**src/rtl/led_matrix_scan_ctrl_if.sv**
```systemverilog
// User-side port bundle of the LED matrix scan controller: frame-store writes,
// swap handshake and the row/column pins.
interface led_matrix_scan_ctrl_if;
  logic       enable;
  logic       wr_en;
  logic [2:0] wr_row;
  logic [7:0] wr_data;
  logic       swap_req;
  logic       swap_ack;
  logic       frame_tick;
  logic [7:0] LEDrow;
  logic [7:0] LEDcol;

  modport master (
    output enable, wr_en, wr_row, wr_data, swap_req,
    input  swap_ack, frame_tick, LEDrow, LEDcol
  );

  modport slave (
    input  enable, wr_en, wr_row, wr_data, swap_req,
    output swap_ack, frame_tick, LEDrow, LEDcol
  );
endinterface

```
**src/rtl/led_matrix_scan_ctrl.sv**
```systemverilog
// Row-scan scheduler for an 8x8 LED matrix with a double-buffered frame store;
// shadow is committed to active only at a frame boundary or while idle.
module led_matrix_scan_ctrl #(
  parameter int NUM_ROWS     = 8,
  parameter int DWELL_CYCLES = 100000,
  parameter int BLANK_CYCLES = 1000
) (
  input  logic                    clk,
  input  logic                    rst,
  led_matrix_scan_ctrl_if.slave   bus
);
  localparam int CMAX = (DWELL_CYCLES > BLANK_CYCLES) ? DWELL_CYCLES : BLANK_CYCLES;
  localparam int CW   = $clog2(CMAX + 1);
  localparam logic [CW-1:0] DWELL_LAST = CW'(DWELL_CYCLES - 1);
  localparam logic [CW-1:0] BLANK_LAST = CW'((BLANK_CYCLES > 0) ? BLANK_CYCLES - 1 : 0);
  localparam logic [2:0]    LAST_ROW   = 3'(NUM_ROWS - 1);

  typedef enum logic [1:0] {S_IDLE, S_BLANK, S_DRIVE} state_t;

  state_t          r_state, w_state_nxt;
  logic [2:0]      r_row, w_row_nxt;
  logic [CW-1:0]   r_cnt, w_cnt_nxt;
  logic [7:0][7:0] r_shadow, r_active;
  logic            r_pend;
  logic            r_tick, r_ack;
  logic [7:0]      r_ledrow, r_ledcol;
  logic            w_tick, w_commit, w_wr_ok;
  logic [7:0]      w_ledrow_nxt, w_ledcol_nxt;

  always_ff @(posedge clk) begin
    if (rst) begin
      r_state <= S_IDLE;
      r_row   <= '0;
      r_cnt   <= '0;
    end else begin
      r_state <= w_state_nxt;
      r_row   <= w_row_nxt;
      r_cnt   <= w_cnt_nxt;
    end
  end

  always_comb begin
    w_state_nxt = r_state;
    w_row_nxt   = r_row;
    w_cnt_nxt   = r_cnt + 1'b1;
    w_tick      = 1'b0;
    if (!bus.enable) begin
      w_state_nxt = S_IDLE;
      w_row_nxt   = '0;
      w_cnt_nxt   = '0;
    end else begin
      case (r_state)
        S_IDLE: begin
          w_state_nxt = (BLANK_CYCLES == 0) ? S_DRIVE : S_BLANK;
          w_row_nxt   = '0;
          w_cnt_nxt   = '0;
        end
        S_BLANK: if (r_cnt == BLANK_LAST) begin
          w_state_nxt = S_DRIVE;
          w_cnt_nxt   = '0;
        end
        S_DRIVE: if (r_cnt == DWELL_LAST) begin
          w_state_nxt = (BLANK_CYCLES == 0) ? S_DRIVE : S_BLANK;
          w_cnt_nxt   = '0;
          if (r_row == LAST_ROW) begin
            w_row_nxt = '0;
            w_tick    = 1'b1;
          end else begin
            w_row_nxt = r_row + 3'd1;
          end
        end
        default: begin
          w_state_nxt = S_IDLE;
          w_row_nxt   = '0;
          w_cnt_nxt   = '0;
        end
      endcase
    end

    // Commit at frame end, or on any cycle spent idle; shadow is sampled pre-write.
    w_commit = r_pend && (w_tick || (r_state == S_IDLE));

    w_ledrow_nxt = 8'hFF;
    w_ledcol_nxt = 8'h00;
    if (w_state_nxt == S_DRIVE) begin
      w_ledrow_nxt = ~(8'h01 << w_row_nxt);
      w_ledcol_nxt = w_commit ? r_shadow[w_row_nxt] : r_active[w_row_nxt];
    end
  end

  assign w_wr_ok = bus.wr_en && (32'(bus.wr_row) < NUM_ROWS);

  always_ff @(posedge clk) begin
    if (rst) begin
      r_shadow <= '0;
      r_active <= '0;
      r_pend   <= 1'b0;
      r_tick   <= 1'b0;
      r_ack    <= 1'b0;
      r_ledrow <= 8'hFF;
      r_ledcol <= 8'h00;
    end else begin
      if (w_wr_ok) r_shadow[bus.wr_row] <= bus.wr_data;
      if (w_commit) r_active <= r_shadow;
      r_pend   <= bus.swap_req | (r_pend & ~w_commit);
      r_tick   <= w_tick;
      r_ack    <= w_commit;
      r_ledrow <= w_ledrow_nxt;
      r_ledcol <= w_ledcol_nxt;
    end
  end

  assign bus.LEDrow     = r_ledrow;
  assign bus.LEDcol     = r_ledcol;
  assign bus.frame_tick = r_tick;
  assign bus.swap_ack   = r_ack;
endmodule

```
**src/flat_wrapper.sv**
```systemverilog
// flat-port wrapper written by rule: the top's interface ports become plain ports
module led_matrix_scan_ctrl_flat 
#(
  parameter int NUM_ROWS     = 8,
  parameter int DWELL_CYCLES = 100000,
  parameter int BLANK_CYCLES = 1000
)
  (clk, rst, bus_enable, bus_wr_en, bus_wr_row, bus_wr_data, bus_swap_req, bus_swap_ack, bus_frame_tick, bus_LEDrow, bus_LEDcol);
  led_matrix_scan_ctrl_if bus_i ();
  input  logic clk;
  input  logic rst;
  input wire logic [$bits(bus_i.enable)-1:0] bus_enable;
  input wire logic [$bits(bus_i.wr_en)-1:0] bus_wr_en;
  input wire logic [$bits(bus_i.wr_row)-1:0] bus_wr_row;
  input wire logic [$bits(bus_i.wr_data)-1:0] bus_wr_data;
  input wire logic [$bits(bus_i.swap_req)-1:0] bus_swap_req;
  output wire logic [$bits(bus_i.swap_ack)-1:0] bus_swap_ack;
  output wire logic [$bits(bus_i.frame_tick)-1:0] bus_frame_tick;
  output wire logic [$bits(bus_i.LEDrow)-1:0] bus_LEDrow;
  output wire logic [$bits(bus_i.LEDcol)-1:0] bus_LEDcol;
  assign bus_i.enable = bus_enable;
  assign bus_i.wr_en = bus_wr_en;
  assign bus_i.wr_row = bus_wr_row;
  assign bus_i.wr_data = bus_wr_data;
  assign bus_i.swap_req = bus_swap_req;
  assign bus_swap_ack = bus_i.swap_ack;
  assign bus_frame_tick = bus_i.frame_tick;
  assign bus_LEDrow = bus_i.LEDrow;
  assign bus_LEDcol = bus_i.LEDcol;
  led_matrix_scan_ctrl #(.NUM_ROWS(NUM_ROWS), .DWELL_CYCLES(DWELL_CYCLES), .BLANK_CYCLES(BLANK_CYCLES)) u_core (.clk(clk), .rst(rst), .bus(bus_i));
endmodule
```
**config.mk**
```make
export PLATFORM = sky130hd
export DESIGN_NAME = led_matrix_scan_ctrl_flat
export DESIGN_NICKNAME = d
export VERILOG_FILES = /design/src/rtl/led_matrix_scan_ctrl_if.sv /design/src/rtl/led_matrix_scan_ctrl.sv /design/src/flat_wrapper.sv
export SDC_FILE = /design/constraint.sdc
export NUM_CORES = 1
export LEC_CHECK = 0
export BUFFER_PORTS_ARGS = -buffer_cell sky130_fd_sc_hd__buf_2
export CORE_MARGIN = 2
export CORE_UTILIZATION = 30
export CTS_CLUSTER_DIAMETER = 30
export DETAILED_ROUTE_END_ITERATION = 8
export PLACE_DENSITY = 0.53
export REMOVE_ABC_BUFFERS = 1
export SLEW_MARGIN = 20
export SYNTH_ARGS = -nofsm -noshare
export SYNTH_HDL_FRONTEND = slang
export SYNTH_SLANG_ARGS = --single-unit
```
**constraint.sdc**
```tcl
create_clock -name clk -period 4.7 [get_ports clk]
set_input_delay 0.94 -clock clk [delete_from_list [all_inputs] [get_ports clk]]
set_output_delay 0.94 -clock clk [all_outputs]
set_load 0.005 [all_outputs]
```
Yosys cells after proc, flatten, opt, wreduce, memory -nomap -nowiden --
Cells that the tools add are included.
Cells by class: divide/modulo/power cells 0, shifts and indexed selects 1, multipliers 0, multiplexer cells 23, reduce and logical (&&, ||, !) cells 6, magnitude comparators 3, bitwise logic cells 6, add/sub/neg operators 2, equal/unequal tests 6
Operator list (count):
- $bwmux 64 | 1
- $bmux 8 s3 | 2
- $mux 17 | 2
- $pmux 17 s2 | 1
- $mux 8 | 4
- $demux 8 s3 | 1
- $add 17x1->17 const B | 1
- $eq 17x10->1 const B | 1
- $eq 17x17->1 const B | 1
- $mux 3 | 3
- $lt 3x4->1 const B | 2
- $not 8->8 | 1
- $shl 1x3->8 const A | 1
- $mux 2 | 3
- $pmux 2 s3 | 1
- $pmux 3 s2 | 1
- $eq 2x2->1 const B | 2
- $mux 1 | 4
- $reduce_or 2->1 | 2
- $add 3x1->3 const B | 1
- $eq 3x3->1 const B | 1
- $ge 3x1->1 const B | 1
- $not 1->1 | 3
- $eq 2x1->1 const B | 1
- other kinds (5) | 6
Word-level totals: output and inout port bits 18, bits in registers 169, memories 0, latch bits 0, bits in read-only memories 0, memory bits (writable) 0, logic and storage cells 71, input bits 16

Logic depth before layout (Yosys ltp) --
Gate-level depths: netlist of the first run.
depth after elaboration 10, mapped depth 11, gate-level depth less buffers 9

Least setup slack after synthesis of the first run --
Ideal clock, no wire load.
kind reg2reg, start point register u_core.r_cnt[0], end point register u_core.r_ledcol[0] (netlist: u_core.bus.LEDcol[0]), clock period less this slack 2473 ps, path slack 2227 ps, setup time 116 ps, arrival 2357 ps, buffers on the path 2, required time 4584 ps, stages on the path, launching flop included 11, cells stage by stage dfxtp_1 ha_1 and4_2 nand4_2 buf_6 mux2_4 a41o_1 buf_6 a221oi_1 a31oi_1 o211a_1
On the way: longest elaborated chain between the ends 7, elaborated cells between the ends (all ways) 22, classes of those cells eq/ne: 3; mux: 15; bitwise: 1; reduce/logical: 3
Ends and longest elaborated chain:
- start: declaration | line led_matrix_scan_ctrl.sv:22 | logic [CW-1:0] r_cnt, w_cnt_nxt;
- start signal: assignment | line led_matrix_scan_ctrl.sv:38 | r_cnt <= w_cnt_nxt;
- $eq 17x17->1 or $eq 17x10->1 (tied branches) | line led_matrix_scan_ctrl.sv:62, led_matrix_scan_ctrl.sv:58
- $mux 3, or another cell as far along | line led_matrix_scan_ctrl.sv:62 | S_DRIVE: if (r_cnt == DWELL_LAST) begin
- $pmux 3 s2, or another cell as far along | line led_matrix_scan_ctrl.sv:52 | case (r_state)
- $mux 3, or another cell as far along | line led_matrix_scan_ctrl.sv:47 | if (!bus.enable) begin
- $bmux 8 s3, or another cell as far along | line led_matrix_scan_ctrl.sv:87 | w_ledcol_nxt = w_commit ? r_shadow[w_row_nxt] : r_active[w_row_nxt];
- $mux 8 (not written as such), or another cell as far along | line led_matrix_scan_ctrl.sv:87
- $mux 8 or $reduce_or 2->1 (tied branches)
- end signal: assignment | line led_matrix_scan_ctrl.sv:109 | r_ledcol <= w_ledcol_nxt;
- end: declaration | line led_matrix_scan_ctrl.sv:26 | logic [7:0] r_ledrow, r_ledcol;
Parallel ways exist; a longest one is shown, timed or not. The select of a mux whose other input is x is not followed. A chain may end at the register's enable or synchronous reset.

Worst setup path after layout of the first run --
start point register u_core.r_cnt[0], end point register u_core.r_ledcol[4] (netlist: u_core.bus.LEDcol[4])
The elaborated chain is that of the path after synthesis.

==> flow_summary.toml, run 1 <==
[worst_setup_path]
cp_max_fo = 17
required_ns = 5.02
worstRegToRegCells = 8
reg2reg_slack_ns = 1.60
path_class = "flip-flop to flip-flop"
worstReg2RegStart = "u_core.r_cnt[0]"
start_kind = "flip-flop"
timing.rr.end = "u_core.bus.LEDcol[4]"
cp.arrival_ns = 3.42
cp-end-kind = "flip-flop"

[worst_hold_path]
worstHoldPathCells = 2
hp-class = "flip-flop to flip-flop"
min_delay_worst_endpoint = "u_core.r_active[54]"
min_from = "u_core.r_shadow[54]"

[clock_network]
ctsHoldBuffers = 0
clock_latency_ns = 0.43
ctsHtreeMaxLevel = 4
cts_setup_buffers = 0
clkSinkCount = 169
path_clk_slew_ns = 0.07
cts_tree = "built"
clock_path_buffers = 2
cts_buffers = 17
ctsResizeCount = 0
cts_root_buf = "clkbuf_16"

[grt]
grt_pass1_vias = 5413
grt_overflow = 0
antenna_found_initial = 0
grt_max_degree = 73
grt_usage_pct = 16.5
grt_pass1_wl_mm = 30.6

[synthesis]
yosysWarningCount = 0
async_flop_share_pct = 0
synth_seq_cells = 169
synthMostInstantiatedCell = "nand2_1"
synth_top_area_cell = "dfxtp_1"
synth-edff-count = 0
synth_area_mm2 = 0.00683
synthFlopType = "dfxtp_1"
yosys-top-cells-count = "nand2_1, dfxtp_1, a21oi_1"
ys_types = 55
synthTopCellsByArea = "dfxtp_1, nand2_1, a21oi_1"
yosysTopAreaCellShare_pct = 49.6
netlist_instances = 865
ys_seq_area_share_pct = 49.6
avgSynthCellArea_um2 = 7.89

[die]
die_h_um = 155
die_area_mm2 = 0.0240
rows = 55
core_mm2 = 0.0225
initial_core_util_pct = 30.3
die-width_um = 155
ioPinCount = 34

[drt]
avgViaCountPerCell = 5.05
post_drt_wl_per_cell_um = 16.6
via_count = 5882
first_iter_violations = 526
drtAntennaViolNets = 0
dr.pass1.iters = 5
drc = 0
wl_mm = 19.4

[pwr]
power_switching_uw = 687
swShare_pct = 23.5
power.internal_uw = 2240
p_per_area_mw_per_mm2 = 377
clkPwrFrac_pct = 46.1
pwr-share-comb_pct = 4.1
pwr-share-seq_pct = 49.8
leakage_uw = 0.00252
irDropWorstVdd_mv = 0.207

[timing]
tightest_slew_ns = 1.01
slew_headroom_pct = 32.4
setup_tns_ns = 0
fin_worst_skew_ns = 0.00960
period_share_pct = 66.0
finalHoldViolCount = 0
final-setup-viol-count = 0
maxSlewViolCount = 0
fin_crit_ns = 3.10
grt_setup_unrepaired = "false"
fmax_ghz = 0.322

[placement]
dp.cells = 1135
gp_congestion = 0.812
placed_cell_area_mm2 = 0.00720
dpl.hpwl_mm = 12.9
placement.io_buffers = 33

[outcome]
status = "complete, no violations"

[cells_and_area]
final_cells = 1165
synthToLayoutAreaGrowth_pct = 13.8
regArea_mm2 = 0.00338
final_area_mm2 = 0.00777
drive_gt1_share_pct = 9.55
nNetsFinal = 892
n_antenna_cell = 0
fillers = 2389
post-route-util_pct = 34.5
multi_input_comb_area_mm2 = 0.00324

[run]
maxCapViolCount = 0
[worst max-delay path, cell delays in order (launching register included)]
cell and delay, ns:
dfxtp_1 0.37, ha_1 0.23, and4_2 0.30, nand4_2 0.34
mux2_4 0.51, a41o_1 0.39, a221oi_1 0.50, a31oi_1 0.09
o211a_1 0.25
[state kept, by name (all words and copies together), names as in the netlist]
signal / count
u_core.r_shadow: 64
u_core.bus.LEDcol: 8
u_core.r_row: 3
u_core.r_active: 64
u_core.bus.LEDrow: 8
u_core.r_pend: 1
u_core.r_state: 2
u_core.bus.frame_tick: 1
u_core.bus.swap_ack: 1
u_core.r_cnt: 17
[metal layers]
| layer | up-vias | track usage [%] | routed length (um) |
|---|---|---|---|
| li1 | 2937 | - | - |
| met5 | - | 0 | 0 |
| met1 | 2771 | 23.4 | 9350 |
| met2 | 148 | 25.1 | 8530 |
| met4 | 0 | 4.81 | 354 |
| met3 | 26 | 3.89 | 1140 |
[cells by family after synthesis]
group	Yosys count	synth area share [%]
xor gates and xnor gates	13	1.67
buffers and inverters	58	3.52
adders and majority gates	7	1.28
DFF	169	49.6
muxes	12	1.89
and+or+nand+nor	421	26.1
AOI/OAI and AO/OA	185	16.0
[how the worst max path moves through the flow]
| stage | to | cells past startpoint | startpoint |
|---|---|---|---|
| finish | u_core.bus.LEDcol[4] | 8 | u_core.r_cnt[0] |
| global route | u_core.bus.LEDcol[6] | 7 | u_core.r_cnt[0] |
| CTS | u_core.bus.LEDcol[4] | 8 | u_core.r_cnt[0] |
| detailed placement | u_core.bus.LEDcol[4] | 8 | u_core.r_cnt[0] |
| global placement | u_core.bus.LEDcol[4] | 8 | u_core.r_cnt[0] |
| floorplan | u_core.r_active[0] | 7 | u_core.r_cnt[0] |
[metrics by stage]
step | hold WS, ns | total power [uW] | setup slack, ns
global route | 0.456 | 3020 | 1.32
detailed placement | 0.443 | 1610 | 1.66
global placement | 0.439 | 1610 | 1.72
CTS | 0.445 | 2950 | 1.63
finish | 0.446 | 2930 | 1.60
floorplan | 0.426 | 1530 | -0.130
[layout make-up]
type                            count  share of cell area [%]
Clock inverter                     10                    1.21
Tap cell                          285                    4.59
Timing Repair Buffer               40                    2.83
Inverter                            3                   0.145
Sequential cell                   169                    43.5
Multi-Input combinational cell    638                    41.7
Clock buffer                       20                    6.01
[power by group through the flow]
stage                     Clock, uW  Sequential [uW]  Combinational, uW
after floorplan                   0             1490               48.2
after global placement            0             1490                120
after detailed placement          0             1490                120
after CTS                      1380             1460                120
after global routing           1430             1460                131
final                          1350             1460                119
[cell usage in the layout, fill, tap and decap left out, types with 2 or more instances in the layout]
master	Yosys	layout
clkbuf_16	0	17
nor2b_1	5	4
buf_2	3	32
a31oi_1	14	14
inv_1	3	3
and3_1	4	4
nand2b_1	4	4
mux2_2	3	3
xnor2_1	3	3
dfxtp_1	169	169
nand3_1	16	16
and2_1	3	3
mux2i_1	8	8
a2111o_1	2	2
and4_1	2	2
or3_1	3	3
clkinv_2	0	3
o21ai_0	5	4
a221oi_1	6	6
xor2_1	10	10
nor3_1	5	5
nand4_1	18	18
o2111ai_1	6	6
o211a_1	6	6
buf_4	1	8
ha_1	7	7
a21oi_1	133	133
clkbuf_8	0	3
nor2_1	32	32
clkinvlp_4	0	3
inv_6	0	2
nand2_1	318	318
No activity file was read; power rests on OpenSTA's default activity.
==> inputs of run 2 (changes only) <==
- clock period: 4.7 -> 3 ns (I/O delays scaled with it)
==> flow_summary.toml, run 2 (synthesis gave the netlist of run 1 again) <==
[worst_setup_path]
path_class = "flip-flop to flip-flop"
critPathLaunch = "u_core.r_cnt[0]"
cp_num_buf_inv = 0
worstRegToRegCells = 8
reg2reg_slack_ns = 0.23
start_kind = "flip-flop"
cp_max_fo = 17
worstReg2RegStart = "u_core.r_cnt[0]"
slowest_delay_ns = 0.44
cp.depth = 8
timing.rr.end = "u_core.bus.LEDcol[5]"
cp_cell_sequence = "ha_1, and4_2, nand4_2, mux2_4, a41o_1, a221oi_1, a31oi_1, o211a_1"
endpoint = "u_core.bus.LEDcol[5]"
critical-path-top-delay-family = "compound AO/OA/AOI/OAI gates"
critPathSlowestCell = "a221oi_1"
cp-end-kind = "flip-flop"
required_ns = 3.33
cp.arrival_ns = 3.10

[cells_and_area]
layout_common_cells = "nand2_1, dfxtp_1, a21oi_1"
layout_commonest_cell = "nand2_1"
multi_input_comb_area_mm2 = 0.00323
fillers = 2356
drive_gt1_share_pct = 10.1
top_regs = "u_core.r_active (64), u_core.r_shadow (64), u_core.r_cnt (17)"
nNetsFinal = 899
synthToLayoutAreaGrowth_pct = 16.1
n_antenna_cell = 0
regArea_mm2 = 0.00338

[die]
die_area_mm2 = 0.0240
die-width_um = 155
die_h_um = 155
core_mm2 = 0.0225
ioPinCount = 34
rows = 55
initial_core_util_pct = 30.3

[clock_network]
clkSinkCount = 169
cts_buffers = 17
clock_latency_ns = 0.44
ctsResizeCount = 0
cts_root_buf = "clkbuf_16"
ctsHoldBuffers = 0
cts_tree = "built"
cts_setup_buffers = 0
ctsHtreeMaxLevel = 4
path_clk_slew_ns = 0.07
clock_path_buffers = 2

[timing]
period_share_pct = 92.5
tightest_slew_ns = 0.862
setup_tns_ns = 0
maxSlewViolCount = 0
fin_worst_skew_ns = 0.0159
fmax_ghz = 0.361
slew_headroom_pct = 42.3
setup_ws_ns = 0.226
fin_crit_ns = 2.77
final-setup-viol-count = 0
finalHoldViolCount = 0
grt_setup_unrepaired = "false"
holdWs_ns = 0.395

[run]
maxCapViolCount = 0

[pwr]
p_total_uw = 4850
p_per_area_mw_per_mm2 = 612
irDropWorstVdd_mv = 0.297
leakage_uw = 0.00260

[placement]
pre_cts_slack_ns = 0.265
dpl.hpwl_mm = 12.0
gp_congestion = 0.789
placement.io_buffers = 33

[drt]
post_drt_wl_per_cell_um = 15.5
wl_mm = 18.2
avgViaCountPerCell = 4.91
dr.pass1.iters = 6
via_count = 5755
first_iter_violations = 407
drtAntennaViolNets = 0
drc = 0

[grt]
grt_pass1_vias = 5409
antenna_found_initial = 0
grt_usage_pct = 15.6
grt_pass1_wl_mm = 29.5
grt_overflow = 0
grt_max_degree = 134

[worst_hold_path]
min_from = "bus_swap_req"
hp-class = "input port to flip-flop"

[outcome]
status = "complete, no violations"
## run 2: changes by cell type in the layout (fill, tap and decap cells not counted), moves of 3 or more
cell / delta
bufinv_16: +3
clkinv_2: -3
buf_4: +4
buf_12: +3
## run 2: stage by stage
stage / cells / cell area, um2 / utilization, %
after floorplan: 810 / 6600 / -
after CTS: 1173 / 7930 / 35.2
after global routing: 1173 / 7930 / 35.2
final: 1173 / 7930 / 35.2
after detailed placement: 1142 / 7290 / 32.4
after global placement: 1142 / 7290 / 32.4
## run 2: layer usage
layer  vias to the layer above  part of all wire (%)  global-route usage, %
met1                      2697                    50                   22.0
met4                         0                  0.61                   3.70
met2                        94                    46                   24.4
met5                         -                     0                      0
met3                        13                   3.5                   3.59
li1                       2951                     -                      -
## run 2: worst min-delay path: stages
cell and delay (ns):
buf_2 0.08, a21oi_1 0.03, nor2_1 0.07
## run 2: worst min path at each step
stage,endpoint,slack (ns),depth (start not counted)
after floorplan,u_core.r_active[22],0.43,2
after global placement,u_core.r_active[50],0.44,2
after detailed placement,u_core.r_active[20],0.44,2
after CTS,u_core.r_pend,0.38,3
after global routing,u_core.r_pend,0.39,3
final,u_core.r_pend,0.39,3
## run 2: layout make-up
class / count / area share [%]
Tap cell: 285 / 4.50
Timing Repair Buffer: 47 / 3.92
Inverter: 3 / 0.142
Clock buffer: 22 / 5.98
Sequential cell: 169 / 42.7
Clock inverter: 9 / 2.05
Multi-Input combinational cell: 638 / 40.7
## run 2: power breakdown
part | leakage, uW | switching, uW | internal (uW)
clock network | 0.000307 | 919 | 1460
logic | 0.000929 | 139 | 47.0
registers | 0.00136 | 14.1 | 2270
total | 0.00260 | 1070 | 3780
